===== config.mk =====
export PLATFORM = sky130hd
export DESIGN_NAME = dot_clock_div
export DESIGN_NICKNAME = d
export VERILOG_FILES = /design/src/rtl/clk_div_pkg.sv /design/src/rtl/clk_div_chan.sv /design/src/rtl/dot_clock_div.sv
export SDC_FILE = /design/constraint.sdc
export NUM_CORES = 1
export LEC_CHECK = 0
export CAP_MARGIN = 40
export CORE_MARGIN = 1.5
export CORE_UTILIZATION = 42
export DETAILED_ROUTE_END_ITERATION = 7
export PLACE_DENSITY_LB_ADDON = 0.05
export SLEW_MARGIN = 20
export SYNTH_ARGS = -nofsm -noshare
export SYNTH_HDL_FRONTEND = slang
export SYNTH_SLANG_ARGS = --single-unit
export TNS_END_PERCENT = 20

===== constraint.sdc =====
create_clock -name clk -period 3.7 [get_ports clk]
set_input_delay 0.37 -clock clk [delete_from_list [all_inputs] [get_ports clk]]
set_output_delay 0.37 -clock clk [all_outputs]
set_load 0.02 [all_outputs]

===== src/rtl/clk_div_pkg.sv =====
// Shared definitions for the programmable dot-clock divider channels.
package clk_div_pkg;

  // Smallest usable divisor: one high cycle, one low cycle.
  localparam int unsigned DIV_MIN   = 2;
  // Widest divisor the helper functions operate on.
  localparam int unsigned MAX_DIV_W = 32;

  typedef enum logic {
    IDLE = 1'b0,
    RUN  = 1'b1
  } ch_state_e;

  // Divisors of 0 or 1 cannot form a clock, so they are promoted to 2.
  function automatic logic [MAX_DIV_W-1:0] clamp_div(input logic [MAX_DIV_W-1:0] v);
    return (v < DIV_MIN) ? DIV_MIN : v;
  endfunction

  // High-phase length; odd divisors give the extra cycle to the high phase.
  function automatic logic [MAX_DIV_W-1:0] high_len(input logic [MAX_DIV_W-1:0] d);
    return (d >> 1) + {{(MAX_DIV_W-1){1'b0}}, d[0]};
  endfunction

endpackage


===== src/rtl/clk_div_chan.sv =====
// One divider channel: IDLE/RUN control, period counter and pending divisor.
module clk_div_chan
  import clk_div_pkg::*;
#(
  parameter int DIV_W       = 8,
  parameter int DEFAULT_DIV = 8
) (
  input  logic             clk,
  input  logic             rst_n,
  input  logic             ch_en,
  input  logic             div_load,
  input  logic [DIV_W-1:0] div_value,
  output logic             div_out,
  output logic             tick,
  output logic             ch_active,
  output logic             div_pend
);

  localparam logic [DIV_W-1:0] RST_DIV = DIV_W'(clamp_div(32'(DEFAULT_DIV)));

  ch_state_e        state_q;
  logic [DIV_W-1:0] cnt_q;
  logic [DIV_W-1:0] div_q;
  logic [DIV_W-1:0] pend_div_q;
  logic             pend_q;
  logic             div_out_q;
  logic             tick_q;

  logic [DIV_W-1:0] load_val_d;
  logic [DIV_W-1:0] high_len_d;
  logic [DIV_W-1:0] cnt_d;
  logic             wrap_d;

  // Divisor capture is always clamped, so div_q never holds a value below 2.
  assign load_val_d = DIV_W'(clamp_div(32'(div_value)));
  assign high_len_d = DIV_W'(high_len(32'(div_q)));
  assign wrap_d     = (cnt_q == (div_q - DIV_W'(1)));
  assign cnt_d      = wrap_d ? '0 : (cnt_q + DIV_W'(1));

  // Channel state machine; outputs are registered alongside the counter so
  // div_out/tick are aligned with the phase held in cnt_q.
  always_ff @(posedge clk or negedge rst_n) begin
    if (!rst_n) begin
      state_q    <= IDLE;
      cnt_q      <= '0;
      div_q      <= RST_DIV;
      pend_div_q <= RST_DIV;
      pend_q     <= 1'b0;
      div_out_q  <= 1'b0;
      tick_q     <= 1'b0;
    end else begin
      case (state_q)
        IDLE: begin
          cnt_q     <= '0;
          pend_q    <= 1'b0;
          div_out_q <= 1'b0;
          tick_q    <= 1'b0;
          // No period is in flight, so a new divisor can take effect at once.
          if (div_load) begin
            div_q <= load_val_d;
          end
          if (ch_en) begin
            state_q   <= RUN;
            div_out_q <= 1'b1;
            tick_q    <= 1'b1;
          end
        end
        RUN: begin
          if (wrap_d) begin
            cnt_q  <= '0;
            pend_q <= 1'b0;
            // A load coinciding with the wrap is newer than anything pending.
            if (div_load) begin
              div_q <= load_val_d;
            end else if (pend_q) begin
              div_q <= pend_div_q;
            end
            if (ch_en) begin
              div_out_q <= 1'b1;
              tick_q    <= 1'b1;
            end else begin
              state_q   <= IDLE;
              div_out_q <= 1'b0;
              tick_q    <= 1'b0;
            end
          end else begin
            cnt_q     <= cnt_d;
            div_out_q <= (cnt_d < high_len_d);
            tick_q    <= 1'b0;
            // Hold the new divisor until the current period has finished.
            if (div_load) begin
              pend_div_q <= load_val_d;
              pend_q     <= 1'b1;
            end
          end
        end
        default: begin
          state_q   <= IDLE;
          div_out_q <= 1'b0;
          tick_q    <= 1'b0;
        end
      endcase
    end
  end

  assign div_out   = div_out_q;
  assign tick      = tick_q;
  assign ch_active = (state_q == RUN);
  assign div_pend  = pend_q;

endmodule


===== src/rtl/dot_clock_div.sv =====
// Multi-channel programmable dot-clock divider; one independent channel per bit.
module dot_clock_div
  import clk_div_pkg::*;
#(
  parameter int NUM_CH      = 2,
  parameter int DIV_W       = 8,
  parameter int DEFAULT_DIV = 8
) (
  input  logic                    clk,
  input  logic                    rst_n,
  input  logic [NUM_CH-1:0]       ch_en,
  input  logic [NUM_CH-1:0]       div_load,
  input  logic [NUM_CH*DIV_W-1:0] div_value,
  output logic [NUM_CH-1:0]       div_out,
  output logic [NUM_CH-1:0]       tick,
  output logic [NUM_CH-1:0]       ch_active,
  output logic [NUM_CH-1:0]       div_pend
);

  // Channels share nothing but the clock and reset; no phase alignment.
  genvar gi;
  generate
    for (gi = 0; gi < NUM_CH; gi++) begin : g_ch
      clk_div_chan #(
        .DIV_W       (DIV_W),
        .DEFAULT_DIV (DEFAULT_DIV)
      ) u_chan (
        .clk       (clk),
        .rst_n     (rst_n),
        .ch_en     (ch_en[gi]),
        .div_load  (div_load[gi]),
        .div_value (div_value[gi*DIV_W +: DIV_W]),
        .div_out   (div_out[gi]),
        .tick      (tick[gi]),
        .ch_active (ch_active[gi]),
        .div_pend  (div_pend[gi])
      );
    end
  endgenerate

endmodule

==> metrics <==
commonest register cell after synthesis=dfrtp_1; number of port buffers=29; Crit Path Max Fanout=11; Yosys warning count=0; Final Hold Vio Count=0; net count of the finished layout=410; max frequency=0.298 GHz; count of pins on the block boundary=30; type of origin of the critical path=flip-flop; via count of the first global-routing pass=2571; maximum count of clock buffers along a single path=2; grt total ovfl=0; Antenna diodes=0; DP HPWL=5.38 mm; share of the synthesized area in compound gates (AO/OA/AOI/OAI)=7.90%; type of element capturing the critical path=flip-flop; setup skew after layout=0.0218 ns; Area Growth Syn to Fin=12.3%; post-route antenna net violation count=0; Worst VDD drop=0.171 mV; result of the run=completed; Synth Area per Inst=10.3 um2; Critical Path, Cell by Cell=or4_4, o21a_1, or4_4, a2111oi_2, buf_4, nor2_1, ha_1, a21boi_0, o21ai_0, nand2b_1, a21oi_1, o21ai_0, o21ai_1; RSZ-0062 raised after global routing=no; number of setup violations in the final report=0; Lkg Pwr=1.73 nW; via total after detailed routing=2473; category of cells accounting for the largest share of critical-path delay=simple AND/OR/NAND/NOR gates; First DRT Iteration DRCs=55; area share of xor/xnor cells in the synthesized design=9.83%; drt via density=5.24; Die Span X=95.1 um; row cnt=33; Crit-path slowest cell=or4_4; Die Ht=95.1 um; initial cell density of the core=43.4%; wire length reported by the detailed router=7.07 mm; Async SR Flop Fraction=100%; worst-case register-to-register setup slack=0.35 ns; root cell of the clock tree=clkbuf_8; setup total negative slack=0 ns; number of buffers inserted to repair setup after CTS=0; worst hold slack=0.460 ns; area of the core region=8220 um2; DIE AREA=9050 um2; flops & latches, synth=56; Mapped Area=3560 um2; min cycle time layout=3.35 ns; Final GP Congestion=0.814; TritonCTS Sinks=56; type of the worst setup path=flip-flop to flip-flop; main combinational cell family by area after synthesis=multiplexers; count of buffer and inverter cells on the critical path=1; Max stage delay on crit path=0.55 ns; EDFF count, synth=0; post-synthesis cell type count=46; H-tree depth reported by CTS=2; filler cell count=796; first-pass GRT wire length=12.3 mm; power per standard cell area=524 nW/um2; Tcrit/Tclk final=90.6%; clock transition time at the flip-flop clock pins of the worst setup and hold paths=0.12 ns; actual transition at the worst max-transition pin=0.766 ns; number of antenna violations at the first check in global routing=0; maximum number of pins on one net before global-route repair=33; max_slew headroom=48.8%; max capacitance violation total=0; CTS tree=done; Synth Area in Adders=7.72%; portion of the post-synthesis area used by sequential elements=39.5%; residual DRC count=0; Worst Hold Class=input port to asynchronous set/reset pin; number of standard cells after synthesis=346; data required time at the worst endpoint=3.93 ns; number of max-slew violations in the final report=0; clock latency of the later-clocked register in the worst-skew pair=0.32 ns; cts bufs inserted=5; mux cell area share after synthesis=15.3%; top library cells by usage in the layout, fill and taps aside=dfrtp_1, nor2_1, mux2_2; most common cell after layout, fill and taps aside=dfrtp_1; count of TritonRoute iterations in the first routing pass=4; Synthesized Nets=390; simple-gate portion of the synthesized area=14.8%; average wire per cell in the routed design=15.0 um; fraction of final layout cells with drive strength greater than 1=19.1%; Crit path arrival time=3.58 ns; GRT Resource Usage Total=17.4%
sequential cells by signal (all words and copies together) (netlist names):
register	flops
g_ch.u_chan.cnt_q	16
g_ch.u_chan.ch_active	2
g_ch.u_chan.div_pend	2
g_ch.u_chan.div_q	16
g_ch.u_chan.pend_div_q	16
g_ch.u_chan.div_out	2
g_ch.u_chan.tick	2
worst reg2reg max path: cells and delay by family, from the launching register on:
family                     cells  cell delay, ns
AOI/OAI and AO/OA              7            1.10
and+or+nand+nor                4            1.19
buffers and inverters          1            0.25
adders and majority gates      1            0.27
DFF                            1            0.45
layer usage:
| metal | vias to the layer above | global-route usage [%] | share of wire [%] |
|---|---|---|---|
| li1 | 1230 | - | - |
| met1 | 1219 | 21.4 | 47 |
| met2 | 20 | 32.1 | 51 |
| met3 | 4 | 2.39 | 1.8 |
| met4 | 0 | 3.36 | 0.54 |
| met5 | - | 0 | 0 |
cell type report:
| cell class | count | area, um2 | area share [%] |
|---|---|---|---|
| clock buffer | 5 | 68.8 | 1.72 |
| inverter | 13 | 48.8 | 1.22 |
| sequential | 56 | 1410 | 35.1 |
| multi-input combinational | 256 | 1980 | 49.4 |
| timing repair buffer | 34 | 345 | 8.62 |
| tap | 105 | 131 | 3.28 |
| clock inverter | 3 | 25.0 | 0.625 |
synthesized netlist by cell type, types with 8 or more instances:
cell	n	area share, %
mux2_4	8	3.4
inv_1	13	1.4
buf_4	10	2.1
nand2b_1	9	1.6
xor2_1	15	3.7
ha_1	22	7.7
mux2_2	35	11
clkbuf_1	8	0.84
dfrtp_1	52	37
nor2_1	46	4.8
nand3_1	15	2.1
a21oi_1	11	1.5
xnor2_1	25	6.1
nand2_1	12	1.3
path summary, 6_finish.rpt:
check                                        startpoint                      endpoint  cells after the start
setup reg to reg                g_ch[1].u_chan.div_q[0]        g_ch[1].u_chan.div_out                     13
min in group clk           g_ch[1].u_chan.pend_div_q[0]  g_ch[1].u_chan.pend_div_q[0]                      1
setup / recovery                g_ch[1].u_chan.div_q[0]        g_ch[1].u_chan.div_out                     13
hold / removal                                    rst_n  g_ch[0].u_chan.pend_div_q[1]                      2
max in group asynchronous                         rst_n       g_ch[1].u_chan.div_q[3]                      3
hold reg to reg            g_ch[1].u_chan.pend_div_q[0]  g_ch[1].u_chan.pend_div_q[0]                      1
cell families after synthesis:
kind of cell | count (synthesis)
simple gates | 107
flops | 56
compound gates | 41
buf+inv | 34
mux | 46
fa+ha+maj | 22
xor+xnor | 40
metrics by stage:
step	utilization [%]	instances	setup slack, ns	total power [mW]	cell area (um2)
6_report	48.7	472	0.350	2.10	4000
5_1_grt	48.7	472	0.0491	2.29	4000
4_1_cts	48.3	470	0.334	2.13	3970
3_5_place_dp	47.1	462	0.358	1.76	3870
3_3_place_gp	47.1	462	0.423	1.74	3870
2_1_floorplan	-	346	0.498	1.55	3560
timing repair:
item	4_1_cts	5_1_grt
gates resized for setup	0	0
hold endpoints to repair	0	9
hold buffers	0	1
setup endpoints to repair	0	0
where the power goes:
group	switching [mW]	total (mW)	internal, mW
Combinational	0.394	0.830	0.436
Clock	0.221	0.361	0.140
Sequential	0.164	0.905	0.741
(Power assumes the default switching activity.)
